## src/rtl/qspi_slave_ctrl.sv

```systemverilog
// qspi_slave_ctrl: command/data sequencer for the 2-bit host link onto an 8-bit register bus.
// Latency: pins pass SYNC_STAGES flops + edge detect; bus_wr 1 clk after 4th rising-edge detect.
// Backpressure: none; host dsck high/low >= 4 clk and a fixed 1-clk bus_rdata latency are assumed.
// Build option: define QSPI_CTRL_DBG_EN to add dbg_byte, dbg_state and frame_cnt ports.
module qspi_slave_ctrl #(
  parameter int ADDR_W       = 7,
  parameter int DUMMY_CYCLES = 2,
  parameter int SYNC_STAGES  = 2
) (
  input  logic              clk,
  input  logic              reset,
  input  logic              io_ss,
  input  logic              io_sclk,
  input  logic [1:0]        io_qd_read,
  output logic [1:0]        io_qd_write,
  output logic [1:0]        io_qd_writeEnable,
  output logic [ADDR_W-1:0] bus_addr,
  output logic [7:0]        bus_wdata,
  output logic              bus_wr,
  output logic              bus_rd,
  input  logic [7:0]        bus_rdata,
  output logic              busy
`ifdef QSPI_CTRL_DBG_EN
  ,
  output logic [7:0]        dbg_byte,
  output logic [2:0]        dbg_state,
  output logic [15:0]       frame_cnt
`endif
);

  localparam int DW = $clog2(DUMMY_CYCLES + 1);

  typedef enum logic [2:0] {
    IDLE  = 3'd0,
    CMD   = 3'd1,
    WDATA = 3'd2,
    TURN  = 3'd3,
    RDATA = 3'd4
  } state_t;

  state_t                       state, state_nxt;
  logic [SYNC_STAGES-1:0]       ss_sync, sclk_sync;
  logic [SYNC_STAGES-1:0][1:0]  qd_sync;
  logic                         ss_s, sclk_s, sclk_q, rise, fall;
  logic [1:0]                   qd_s;
  logic [5:0]                   sh_in;
  logic [1:0]                   in_cnt;
  logic [7:0]                   in_byte;
  logic                         byte_done;
  logic [7:0]                   sh_out, pf;
  logic [1:0]                   out_cnt;
  logic [DW-1:0]                dummy_cnt;
  logic                         dummy_done;
  logic [1:0]                   rd_issued;
  logic                         rd_dly, fill_sh;

  // Pin synchronisers; ss resets high so reset release never fakes a frame start.
  always_ff @(posedge clk or negedge reset) begin
    if (!reset) begin
      ss_sync   <= '1;
      sclk_sync <= '0;
      qd_sync   <= '0;
      sclk_q    <= 1'b0;
    end else begin
      ss_sync   <= {ss_sync[SYNC_STAGES-2:0], io_ss};
      sclk_sync <= {sclk_sync[SYNC_STAGES-2:0], io_sclk};
      qd_sync   <= {qd_sync[SYNC_STAGES-2:0], io_qd_read};
      sclk_q    <= sclk_s;
    end
  end

  assign ss_s   = ss_sync[SYNC_STAGES-1];
  assign sclk_s = sclk_sync[SYNC_STAGES-1];
  assign qd_s   = qd_sync[SYNC_STAGES-1];
  // A deasserted select masks any coincident clock edge.
  assign rise   = sclk_s & ~sclk_q & ~ss_s;
  assign fall   = ~sclk_s & sclk_q & ~ss_s;

  assign in_byte    = {sh_in, qd_s};
  assign byte_done  = rise && (in_cnt == 2'd3);
  assign dummy_done = (dummy_cnt == DW'(DUMMY_CYCLES));

  assign io_qd_writeEnable = {2{state == RDATA}};
  assign busy              = (state != IDLE);

  // State register.
  always_ff @(posedge clk or negedge reset) begin
    if (!reset) state <= IDLE;
    else        state <= state_nxt;
  end

  // Next-state: select release aborts from any state in the same clk.
  always_comb begin
    state_nxt = state;
    if (ss_s) begin
      state_nxt = IDLE;
    end else begin
      case (state)
        IDLE:    state_nxt = CMD;
        CMD:     if (byte_done) state_nxt = in_byte[7] ? TURN : WDATA;
        TURN:    if (fall && dummy_done) state_nxt = RDATA;
        default: state_nxt = state;
      endcase
    end
  end

  // Shifters, bus strobes, address counter and pad data.
  always_ff @(posedge clk or negedge reset) begin
    if (!reset) begin
      sh_in       <= '0;
      in_cnt      <= '0;
      sh_out      <= '0;
      pf          <= '0;
      out_cnt     <= '0;
      dummy_cnt   <= '0;
      rd_issued   <= '0;
      rd_dly      <= 1'b0;
      fill_sh     <= 1'b0;
      bus_addr    <= '0;
      bus_wdata   <= '0;
      bus_wr      <= 1'b0;
      bus_rd      <= 1'b0;
      io_qd_write <= '0;
    end else begin
      bus_wr <= 1'b0;
      bus_rd <= 1'b0;
      rd_dly <= bus_rd;
      if (bus_wr || bus_rd) bus_addr <= bus_addr + 1'b1;
      // Read data lands one clk after its strobe: first goes to the shifter, later ones to prefetch.
      if (rd_dly) begin
        if (fill_sh) begin
          sh_out  <= bus_rdata;
          fill_sh <= 1'b0;
        end else begin
          pf <= bus_rdata;
        end
      end
      case (state)
        IDLE: begin
          in_cnt      <= '0;
          io_qd_write <= '0;
        end
        CMD, WDATA: begin
          if (rise) begin
            sh_in  <= {sh_in[3:0], qd_s};
            in_cnt <= in_cnt + 2'd1;
          end
          if (byte_done && state == CMD) begin
            bus_addr  <= in_byte[ADDR_W-1:0];
            fill_sh   <= in_byte[7];
            rd_issued <= '0;
            dummy_cnt <= '0;
          end
          if (byte_done && state == WDATA) begin
            bus_wr    <= 1'b1;
            bus_wdata <= in_byte;
          end
        end
        TURN: begin
          if (!ss_s && rd_issued == 2'd0) begin
            bus_rd    <= 1'b1;
            rd_issued <= 2'd1;
          end else if (!ss_s && rd_issued == 2'd1 && !bus_rd) begin
            bus_rd    <= 1'b1;
            rd_issued <= 2'd2;
          end
          if (rise && !dummy_done) dummy_cnt <= dummy_cnt + 1'b1;
          if (fall && dummy_done) begin
            io_qd_write <= sh_out[7:6];
            sh_out      <= {sh_out[5:0], 2'b00};
            out_cnt     <= 2'd1;
          end
        end
        RDATA: begin
          if (fall) begin
            if (out_cnt == 2'd0) begin
              io_qd_write <= pf[7:6];
              sh_out      <= {pf[5:0], 2'b00};
              bus_rd      <= 1'b1;
            end else begin
              io_qd_write <= sh_out[7:6];
              sh_out      <= {sh_out[5:0], 2'b00};
            end
            out_cnt <= out_cnt + 2'd1;
          end
        end
        default: ;
      endcase
    end
  end

`ifdef QSPI_CTRL_DBG_EN
  logic       ss_q;
  logic [7:0] out_byte;

  // Debug view: last finished byte either direction, frame count on select release.
  always_ff @(posedge clk or negedge reset) begin
    if (!reset) begin
      ss_q      <= 1'b1;
      out_byte  <= '0;
      dbg_byte  <= '0;
      frame_cnt <= '0;
    end else begin
      ss_q <= ss_s;
      if (ss_s && !ss_q) frame_cnt <= frame_cnt + 16'd1;
      if (rd_dly && fill_sh) out_byte <= bus_rdata;
      else if (state == RDATA && fall && out_cnt == 2'd0) out_byte <= pf;
      if (byte_done && (state == CMD || state == WDATA)) dbg_byte <= in_byte;
      else if (state == RDATA && fall && out_cnt == 2'd3) dbg_byte <= out_byte;
    end
  end

  assign dbg_state = state;
`endif

endmodule

```

## config.mk

```make
export PLATFORM = sky130hd
export DESIGN_NAME = qspi_slave_ctrl
export DESIGN_NICKNAME = d
export VERILOG_FILES = /design/src/rtl/qspi_slave_ctrl.sv
export SDC_FILE = /design/constraint.sdc
export NUM_CORES = 1
export LEC_CHECK = 0
export ABC_AREA = 1
export CAP_MARGIN = 30
export CELL_PAD_IN_SITES_DETAIL_PLACEMENT = 2
export CELL_PAD_IN_SITES_GLOBAL_PLACEMENT = 2
export CORE_AREA = 3 3 105 107
export CTS_BUF_LIST = sky130_fd_sc_hd__clkbuf_8
export CTS_CLUSTER_SIZE = 14
export DETAILED_ROUTE_END_ITERATION = 10
export DIE_AREA = 0 0 108 110
export PLACE_DENSITY = 0.78
export SLEW_MARGIN = 25
export SYNTH_ARGS = -nofsm -noshare
export SYNTH_HDL_FRONTEND = slang
export SYNTH_SLANG_ARGS = --single-unit
```

## constraint.sdc

```tcl
create_clock -name clk -period 1.8 [get_ports clk]
set_clock_uncertainty 0.15 [all_clocks]
set_input_delay 0.36 -clock clk [delete_from_list [all_inputs] [get_ports clk]]
set_output_delay 0.36 -clock clk [all_outputs]
set_load 0.02 [all_outputs]
```

==> results of run 1 <==
## cells by family (layout without fill, tap and decap cells)
family	count (synthesis)	in the layout	share of synthesized area, %
adders and majority gates	4	4	1.61
buffers and inverters	67	126	9.60
muxes	2	2	0.726
DFF	63	63	50.9
and+or+nand+nor	186	186	25.9
AOI/OAI and AO/OA	63	63	11.3
## power groups by stage
stage                     registers, mW  logic, mW  clock network (mW)
after CTS                          1.66      0.682                1.49
after global placement             1.67      0.662                   0
final                              1.66      0.680                1.45
after global routing               1.68      0.794                1.55
after detailed placement           1.68      0.692                   0
after floorplan                    1.69      0.377                   0
## through the flow
step	TNS (ps)	utilization, %	setup WS (ps)	instances	area [sq um]
finish	0	38.2	92.1	580	3910
global route	0	38.2	8.35	580	3910
CTS	0	38.1	20.1	580	3900
detailed placement	-164	36.0	-82.7	563	3690
global placement	-40.5	36.0	-20.7	563	3690
floorplan	0	-	196	385	3100
## placed cells by master (no fill, tap or decap), types with 7 or more instances in the layout
master,count
buf_4,17
clkbuf_8,10
clkdlybuf4s50_1,12
dfrtp_1,61
dlygate4sd2_1,19
inv_1,54
nand2_1,120
nand3_1,34
nor2_1,13
o21ai_0,41
o21ai_2,7
## timing repair
action | CTS | global route
setup endpoints to repair | 22 | 3
resized for setup | 36 | 3
gates cloned | 0 | 0
pin swaps | 0 | 1
hold buffers | 1 | 0
endpoints found under the hold margin | 8 | 0
## worst register-to-register path: cells and delay by family, from the launching register on
kind	cells	cell delay (ps)
flops	1	410
simple gates	3	340
compound gates	1	210
fa+ha+maj	1	190
buf+inv	2	280
## path summary, 6_finish.rpt
kind,startpoint,end,cells after the start
worst max-delay path,state[0],io_qd_writeEnable[0],4
min in group asynchronous,reset,sh_out[6],2
worst min-delay path,sclk_sync[0],sclk_sync[1],0
worst max register to register,dummy_cnt[0],sh_out[7],7
max in group asynchronous,reset,ss_sync[1],3
worst min register to register,sclk_sync[0],sclk_sync[1],0
## final cells by class
type / count / area (sq um) / area share [%]
multi-input cells: 255 / 1240 / 31.8
clock buffers: 10 / 138 / 3.52
flip-flops and latches: 63 / 1580 / 40.4
inverters: 57 / 215 / 5.50
well taps: 136 / 170 / 4.35
repair buffers: 53 / 474 / 12.1
clock inverters: 6 / 92.6 / 2.37
## sequential cells by signal (all words and copies together), names as in the netlist, 2 cells and up
register     flops
bus_addr         7
io_qd_write      2
sh_in            6
in_cnt           2
dummy_cnt        2
bus_wdata        8
ss_sync          2
out_cnt          2
sclk_sync        2
pf               8
sh_out           8
qd_s             2
state            3
rd_issued        2
qd_sync          2
## routing by layer
| metal | vias up | GRT usage (%) |
|---|---|---|
| met1 | 1376 | 19.8 |
| li1 | 1330 | - |
| met4 | 0 | 5.77 |
| met5 | - | 0 |
| met2 | 31 | 28.3 |
| met3 | 9 | 4.02 |
==> impl_results.md, run 1 <==
- Status: complete, no violations
- Met3 routed WL: roughly 250 um
- Power Internal: roughly 2.6 mW
- Worst path cell trace: nor2_4, nand2_2, inv_2, buf_4
- Max-cap viol count: 0
- DRC violations left: 0
- Synth async-reset ratio: 100%
- Core area: between 10000 and 15000 sq um
- Post-synthesis sequential area ratio: 50.9%
- Total track usage: between 10% and 20%
- Top cell type's share of synthesized area: between 40 and 50%
- Routed Antenna Nets: 0
- WL per Instance: 15.0 um
- Vias: 2746
- Worst-path clk slew: 70 ps
- Crit path kind: flip-flop to primary output
- Reported leakage power: between 2 and 2.5 nW
- Top cells by area, synth: dfrtp_1 49%, nand2_1 15%, inv_1 6.7%
- Area leader, netlist: dfrtp_1
- Sw frac: just over 30%
- Worst rel slew slack: 75.0%
- Met2 WL post-DR: 4400 um
- Post-DR vias/cell: approximately 4.7
- Critical path fanouts, max: 3
- Sequential share of power: 43.8%
- H-Tree Depth: 3
- DRT Wirelength: 8720 um
- HP Class: flip-flop to flip-flop
- Worst vdd ir: slightly above 0.0006 V
- EDFF count, synth: 0
- Final hold slack: 200 ps
- Largest net degree at the start of global routing: 46
- GRT Residual Overflow: 0
- Design Power: 3.78 mW
- Clock sink count: 63
- Max incr delay on CP: 410 ps
- Iteration-0 DRC Markers: 65
- Die Y: 110 um
- CP delay by family, top: flip-flops
- GP Congestion: between 0.8 and 0.9
- Io pins: 36
- #FFs+latches synth: 63
- Row count: 37
- Critical Path RT: 1290 ps
- CP bufs+invs: 2
- Tcrit/Tclk final: 94.9%
- Syn_nets: 403
- DIE WIDTH: 108 um
- Logic gate share of total power: 18.0%
- Setup crit start kind: flip-flop
- Final setup fails: 0
- Crit path capture type: primary output
- Post-Syn Area: 3100 sq um
- Port Buffers: 35
- Clk root buf: clkbuf_8
- Syn Inst Count: approximately 390
- Clock tree buffer depth: 2
- Filler cell count in the final layout: around 1200
- P&R area growth vs syn: 26.1%
- Most numerous cell in the Yosys netlist: nand2_1
- Critical path's slowest cell: dfrtp_1
- First-pass GRT wire length: 15000 um
- RSZ-0062 raised after global routing: no
- Max Slew Vio Count: 0
- Fin crit period: 1710 ps
- M1 WL: 3940 um
- Syn_area_per_cell: 8.06 sq um
- Postcts setup bufs: 0
- Top post-synthesis cells by count: 122 x nand2_1, 61 x dfrtp_1, 55 x inv_1, 41 x o21ai_0, 34 x nand3_1
- TritonCTS clock tree: done
- DR top layer: met4
- Clock latency on the worst-skew pair: 360 ps
- Total CTS buffers: 9
- First drt pass iteration count: 4
- Count of cell types in the netlist: 30
- FMAX: 586 MHz
- Initial core utilization: 30.3%
- Post-synth top flop: dfrtp_1
- Register-to-Register Setup Slack: approximately 150 ps
- Antenna violations before repair: 0
- Layout cells sized above 1: about 14%
- Die Area: ~12000 sq um
- PwrDens: 967 nW/um^2
- YS warnings: 0
- Final hold vios: 0
- Hpwl dp: between 6000 and 7000 um
- Clk pwr share: 38.2%
- Tightest Pin Transition: 371 ps
- Nets: 457
- Vias in the first global route: 3051
- NetSw: approximately 1.2 mW
- Ant. Diodes: 0
- Crit path arrival time: 1200 ps
Note: power is estimated with default switching activity, not from simulation.
==> inputs of run 2 (changes only) <==
--- a/config.mk
+++ b/config.mk
@@ -6,6 +6,7 @@
 export NUM_CORES = 1
 export LEC_CHECK = 0
 export ABC_AREA = 1
+export ABC_CLOCK_PERIOD_IN_PS = 1800
 export CAP_MARGIN = 30
 export CELL_PAD_IN_SITES_DETAIL_PLACEMENT = 2
 export CELL_PAD_IN_SITES_GLOBAL_PLACEMENT = 2
@@ -14,7 +15,7 @@
 export CTS_CLUSTER_SIZE = 14
 export DETAILED_ROUTE_END_ITERATION = 10
 export DIE_AREA = 0 0 108 110
-export PLACE_DENSITY = 0.78
+export PLACE_DENSITY_LB_ADDON = 0.1
 export SLEW_MARGIN = 25
 export SYNTH_ARGS = -nofsm -noshare
 export SYNTH_HDL_FRONTEND = slang
==> run 2 against run 1 <==
Compared with the run above: fmax fell by 2.5%; critical path depth did not move; clock power fell by 12%; global-route usage rose by 0.66 points; non-clock buffer count rose by 1; cell count rose by 0.17%; utilization fell by 0.18 points; combinational power rose by 3.7%; first-iteration DRC count rose by 31%; critical path type unchanged; critical endpoint is now busy; highest routed layer unchanged.
==> impl_results.md, run 2 (synthesis results as in run 1) <==
- Nets: 458
- Antenna violations before repair: 0
- Clock tree buffer depth: 2
- Hpwl dp: 6450 um
- DIE WIDTH: 108 um
- TritonCTS clock tree: done
- Area taken by multi-input logic gates: between 1000 and 1500 sq um
- Core area: just over 10000 sq um
- Port Buffers: 35
- Clock latency on the worst-skew pair: 350 ps
- Global routing's busiest layer: met2
- HP Class: flip-flop to flip-flop
- Crit path arrival time: 1240 ps
- Vias: 2793
- Filler cell count in the final layout: 1200
- H-Tree Depth: 3
- Crit path from: state[0]
- Final setup fails: 0
- Worst slack, placed: -105 ps
- Register-to-Register Setup Slack: approximately 160 ps
- Setup crit start kind: flip-flop
- Layout cells sized above 1: roughly 14%
- Total track usage: 17.0%
- Crit path capture type: primary output
- GRT Residual Overflow: 0
- Logic gate share of total power: 19.4%
- Reported leakage power: 2.03 nW
- Total CTS buffers: 9
- GP Congestion: 0.728
- RSZ-0062 raised after global routing: yes
- First drt pass iteration count: 4
- Largest net degree at the start of global routing: 64
- Register area: 1580 sq um
- GR Layer Usage met1: 20.8%
- Most frequent cells in the layout: 120 x nand2_1, 61 x dfrtp_1, 54 x inv_1
- Max Slew Vio Count: 0
- WL per Instance: 15.8 um
- Io pins: 36
- P&R area growth vs syn: 25.5%
- Sequential share of power: 45.5%
- Placed cell count: 564
- Worst rel slew slack: 75.3%
- Grt met3 use: between 3 and 4%
- Status: complete, no violations
- Biggest regs: bus_wdata (8), pf (8), sh_out (8)
- DRC violations left: 0
- PwrDens: 935 nW/um^2
- Clk pwr share: a little over a third
- Ant. Diodes: 0
- FMAX: 571 MHz
- Worst r2r src: state[2]
- Final hold vios: 0
- Clk root buf: clkbuf_8
- Clock sink count: 63
- DRT Wirelength: 9150 um
- Setup ws final: 48.0 ps
- Post-DR vias/cell: 4.81
- R2r endpoint: dummy_cnt[1]
- Max-cap viol count: 0
- Crit path kind: flip-flop to primary output
- Critical Path End: busy
- Design Power: 3.64 mW
- Row count: 37
- Tcrit/Tclk final: between 90% and 100%
- NetSw: between 1 and 1.5 mW
- Worst-path clk slew: 70 ps
- Met2 usage: 30.3%
- Initial core utilization: 30.3%
- Power Internal: about 2.5 mW
- Routed Antenna Nets: 0
- Commonest non-fill, non-tap cell in the layout: nand2_1
- Vias in the first global route: 3083
- Die Area: 11900 sq um
- Worst r2r path cells: 7
- Worst vdd ir: 0.000476 V
- Tightest Pin Transition: 366 ps
- Fin crit period: 1750 ps
- Critical Path RT: 1290 ps
- Die Y: 110 um
- Iteration-0 DRC Markers: 85
- Critical path fanouts, max: 4
- Sw frac: between 30% and 40%
- First-pass GRT wire length: ~16000 um
- Post-Layout Cell Count: 581
run 2: changes by cell type in the layout (fill, tap and decap cells not counted), sizes merged:
cell / before / now
clkbuf: 10 / 11
bufinv: 2 / 1
clkinvlp: 2 / 0
clkinv: 2 / 4
buf: 21 / 22
run 2: worst min path at each step:
stage	cells past startpoint	end	slack, ps	start
floorplan	0	bus_addr[0]	-90	reset
global placement	0	qd_s[1]	190	qd_sync[1]
detailed placement	0	sclk_sync[1]	190	sclk_sync[0]
CTS	0	ss_sync[1]	210	ss_sync[0]
global route	0	ss_sync[1]	210	ss_sync[0]
finish	0	sclk_sync[1]	210	sclk_sync[0]
run 2: cell type report:
cell class              instances  area share (%)
clock buffers                  11            3.89
clock inverters                 5            1.25
inverters                      57            5.53
multi-input cells             255            31.9
well taps                     136            4.37
flip-flops and latches         63            40.6
repair buffers                 54            12.5
run 2: stage by stage:
stage,cell area [sq um],hold WS (ps),TNS (ps),util [%]
after CTS,3880,208,0,37.9
after detailed placement,3690,192,-266,36.1
after floorplan,3100,-85.6,0,-
after global routing,3890,210,-31.6,38.0
after global placement,3690,188,-51.4,36.1
final,3890,206,0,38.0
run 2: power groups by stage:
stage	Clock, mW	Sequential, mW	Combinational [mW]
6_report	1.28	1.66	0.705
4_1_cts	1.33	1.66	0.706
3_3_place_gp	0	1.68	0.682
2_1_floorplan	0	1.69	0.377
5_1_grt	1.40	1.68	0.814
3_5_place_dp	0	1.69	0.708
run 2: routing by layer:
layer	vias to the layer above	share of wire, %
met2	36	51
li1	1333	-
met3	11	2.5
met5	-	0
met1	1413	45
met4	0	1.4
run 2: worst max-delay path, stage by stage (launching register included):
cell	delay, ps
dfrtp_1	400
nor2_2	140
buf_4	130
nand2_2	80
buf_6	140
run 2: what timing repair did:
| action | 4_1_cts | 5_1_grt |
|---|---|---|
| hold buffers | 1 | 0 |
| resized for setup | 36 | 6 |
| pin swaps | 0 | 1 |
| endpoints found under the hold margin | 61 | 0 |
| setup buffers | 0 | 0 |
| setup endpoints to repair | 22 | 9 |
==> RTL change 1, RTL diff (config.mk and constraints of run 2) <==
Put a register stage on the outputs `io_qd_writeEnable` and `busy`, without a reset. The values now appear one clock later. The other outputs are not delayed to match.
--- a/src/rtl/qspi_slave_ctrl.sv
+++ b/src/rtl/qspi_slave_ctrl.sv
@@ -81,6 +81,8 @@
   assign dummy_done = (dummy_cnt == DW'(DUMMY_CYCLES));
 
-  assign io_qd_writeEnable = {2{state == RDATA}};
-  assign busy              = (state != IDLE);
+  always_ff @(posedge clk) begin
+    io_qd_writeEnable <= {2{state == RDATA}};
+    busy              <= (state != IDLE);
+  end
 
   // State register.
Check against the original RTL: not equivalent (Yosys sat finds a counterexample within 4 cycles, from zero or initial values and one cycle with reset low).
==> RTL change 1 against run 2 <==
Register-to-register slack lost 40 ps; total power grew 14%; area after synthesis grew 2.6%; core utilization grew 1.3 points; cell count grew 0.17%; clock power grew 33%; highest routed layer unchanged; routed wire length grew 0.78%; design area grew 3.4%; largest cell class unchanged; sequential cell count grew 2; die area is the same; setup slack gained 76 ps.
==> RTL change 1: results (changes against run 2) <==
Warnings from Yosys - 0 (unchanged)
Initial antenna violation count - 0 (unchanged)
Xor and xnor area share after synthesis - 0 (unchanged)
Post-synthesis compound-gate area fraction - 0.105 (-0.00760)
Sw power - 1.18 mW (+5.2%)
Seq/Total Area, Yosys - 0.509 (about the same)
Clock Latency Late Sink - 350 ps (about the same)
Placer Congestion - 0.740 (+1.6%)
Postcts setup bufs - 0 (unchanged)
Slew margin rel. - 0.742 (-0.0112)
Post-synth top cells - nand2_1 (133), dfrtp_1 (61), inv_1 (45), o21ai_0 (32), nand3_1 (26)
Post-DR wirelength/cell - 15.8 um (+0.60%)
Leak - 2.09 nW (+2.8%)
Dpl ws - 64.0 ps (+169 ps)
Fraction of registers with async set/reset - 0.969 (-0.0308)
Detailed placement HPWL - 6490 um (+0.58%)
CP max FO - 16 (+12)
Fill count - 1,177 (-1.9%)
Inst Count DP - 565 (+0.18%)
Final net count - 459 (+0.22%)
Largest net degree at the start of global routing - 64 (unchanged)
First-pass GRT wire length - 15,600 um (+0.35%)
Synth unique cells - 29 (-3.3%)
Worst EP arrival - 1800 ps (+560 ps)
Worst VDD drop - 0.362 mV (-24%)
Ratio of cells with drive above 1 in the final layout - 0.150 (+0.00640)
CTS Buf Count - 9 (unchanged)
Routed WL - 9220 um (+0.78%)
Avg Vias per Cell - 4.81 (about the same)
Cell types occupying the most area after synthesis - dfrtp_1 (48%), nand2_1 (16%), inv_1 (5.3%)
Adder-Cell Fraction of Synth Area - 0.0157 (-0.000412)
Root Buffer - clkbuf_8
Synth Net Count - 407 (+0.99%)
Multiplexer share of the synthesized area - 0.00708 (-0.000186)
Gr usage total - 0.170 (+0.000664)
Status - completed
Final Worst Setup Slack - 124 ps (+76.1 ps)
Vias in the first global route - 3,151 (+2.2%)
First DRT Iteration DRCs - 42 (-51%)
Avg Cell Area, Syn - 8.18 um^2 (+1.6%)
==> RTL change 1: area by class of cell <==
cell class / instances / area, um^2 / area share
Timing Repair Buffer: 51 / 469 / 0.117
Tap cell: 136 / 170 / 0.0423
Sequential cell: 65 / 1620 / 0.402
Multi-Input combinational cell: 264 / 1310 / 0.325
Clock inverter: 6 / 131 / 0.0326
Inverter: 50 / 190 / 0.0472
Clock buffer: 10 / 138 / 0.0342
==> RTL change 1: metal layers <==
layer	routed length, um	vias to the layer above	track usage	part of all wire
li1	-	1336	-	-
met2	4930	34	0.314	0.53
met1	3990	1422	0.198	0.43
met4	127	0	0.0676	0.014
met3	182	8	0.0262	0.020
met5	0	-	0	0
==> RTL change 1: final timing paths <==
kind / endpoint / start / cells after the start
min in group asynchronous: sh_out[6] / reset / 3
max reg2reg: bus_addr[5] / state[2] / 7
min reg2reg: qd_s[0] / qd_sync[0] / 0
max in group asynchronous: ss_sync[1] / reset / 3
min: qd_s[0] / qd_sync[0] / 0
max: bus_addr[5] / state[2] / 7
==> RTL change 1: logic make-up after synthesis <==
group / Yosys count
flip-flops: 65
multiplexers: 2
AO/OA/AOI/OAI: 60
adder cells (fa/ha/maj): 4
buffers and inverters: 60
AND/OR/NAND/NOR: 198
==> RTL change 1: power by group through the flow <==
stage	clock (mW)	sequential, mW	combinational (mW)
6_report	1.70	1.67	0.762
5_1_grt	1.81	1.70	0.869
4_1_cts	1.75	1.68	0.794
3_5_place_dp	0	1.70	0.785
3_3_place_gp	0	1.70	0.748
2_1_floorplan	0	1.72	0.440
==> RTL change 1: through the flow <==
stage | cell area [um^2] | hold slack [ps]
global route | 4030 | 212
CTS | 4020 | 208
global placement | 3770 | 183
floorplan | 3180 | -85.6
detailed placement | 3770 | 186
finish | 4030 | 206
==> RTL change 1: what timing repair did <==
item | CTS | global route
setup endpoints to repair | 21 | 4
hold endpoints to repair | 61 | 0
hold buffers | 1 | 0
gates resized for setup | 21 | 4
==> RTL change 1: critical path, cell delays in order (launching register included) <==
cell and delay, ps:
dfrtp_1 470, inv_4 160, nand2_2 70, nor2_1 170, nand2_2 250, inv_1 150
nand2_1 90, nand2_1 90
==> RTL change 2, RTL diff (settings of run 2) <==
Without the edit above. The option `QSPI_CTRL_DBG_EN` is turned on by a define.
--- a/src/rtl/qspi_slave_ctrl.sv
+++ b/src/rtl/qspi_slave_ctrl.sv
@@ -3,4 +3,6 @@
 // Backpressure: none; host dsck high/low >= 4 clk and a fixed 1-clk bus_rdata latency are assumed.
 // Build option: define QSPI_CTRL_DBG_EN to add dbg_byte, dbg_state and frame_cnt ports.
+`define QSPI_CTRL_DBG_EN
+
 module qspi_slave_ctrl #(
   parameter int ADDR_W       = 7,
Check against the original RTL (old outputs only; new: dbg_byte, dbg_state and frame_cnt): equivalent (Yosys induction, for registers that start in step).
==> RTL change 2 against run 2 <==
The run now fails in detailed placement (3_5_place_dp); area after synthesis rose by 48%.
==> RTL change 2: results (changes against run 2) <==
Synth Net Count - 579 (+44%)
# port buffers - 62 (+77%)
Status - aborted with a tool error
Flops & latches, synth - 96 (+52%)
Seq/Total Area, Yosys - 0.525 (+0.0156)
Fraction of registers with async set/reset - 1.00 (unchanged)
Warnings from Yosys - 0 (unchanged)
Placer Congestion - 0.823 (+13%)
Last stage - detailed placement (3_5_place_dp)
Cell types occupying the most area after synthesis - dfrtp_1 (51%), nand2_1 (16%), nand3_1 (6.5%)
Post-synth top cells - nand2_1 (192), dfrtp_1 (93), nand3_1 (60), inv_1 (57), o21ai_0 (40)
Stop Error - [ERROR DPL-0033] detailed placement checks failed during check placement.
Top_reg_cell synth - dfrtp_1
Synth unique cells - 32 (+6.7%)
Detailed placement HPWL - 13,300 um (+110%)
[RTL change 2: changes by cell type after synthesis, moves of 7 or more]
cell,delta
nand3_1,+26
nand2_1,+70
dfrtp_1,+32
xnor2_1,+7
nor2_1,+8
o21ai_2,-7
nand4_1,+13
[RTL change 2: through the flow]
step,std cells,cell area (um^2)
after floorplan,558,4590
after global placement,772,5540
[RTL change 2: logic make-up after synthesis]
logic type,share of synthesized area
AND/OR/NAND/NOR,0.291
adder cells (fa/ha/maj),0.0191
multiplexers,0.0123
buffers and inverters,0.0696
AO/OA/AOI/OAI,0.0644
XOR/XNOR,0.0191
flip-flops,0.525
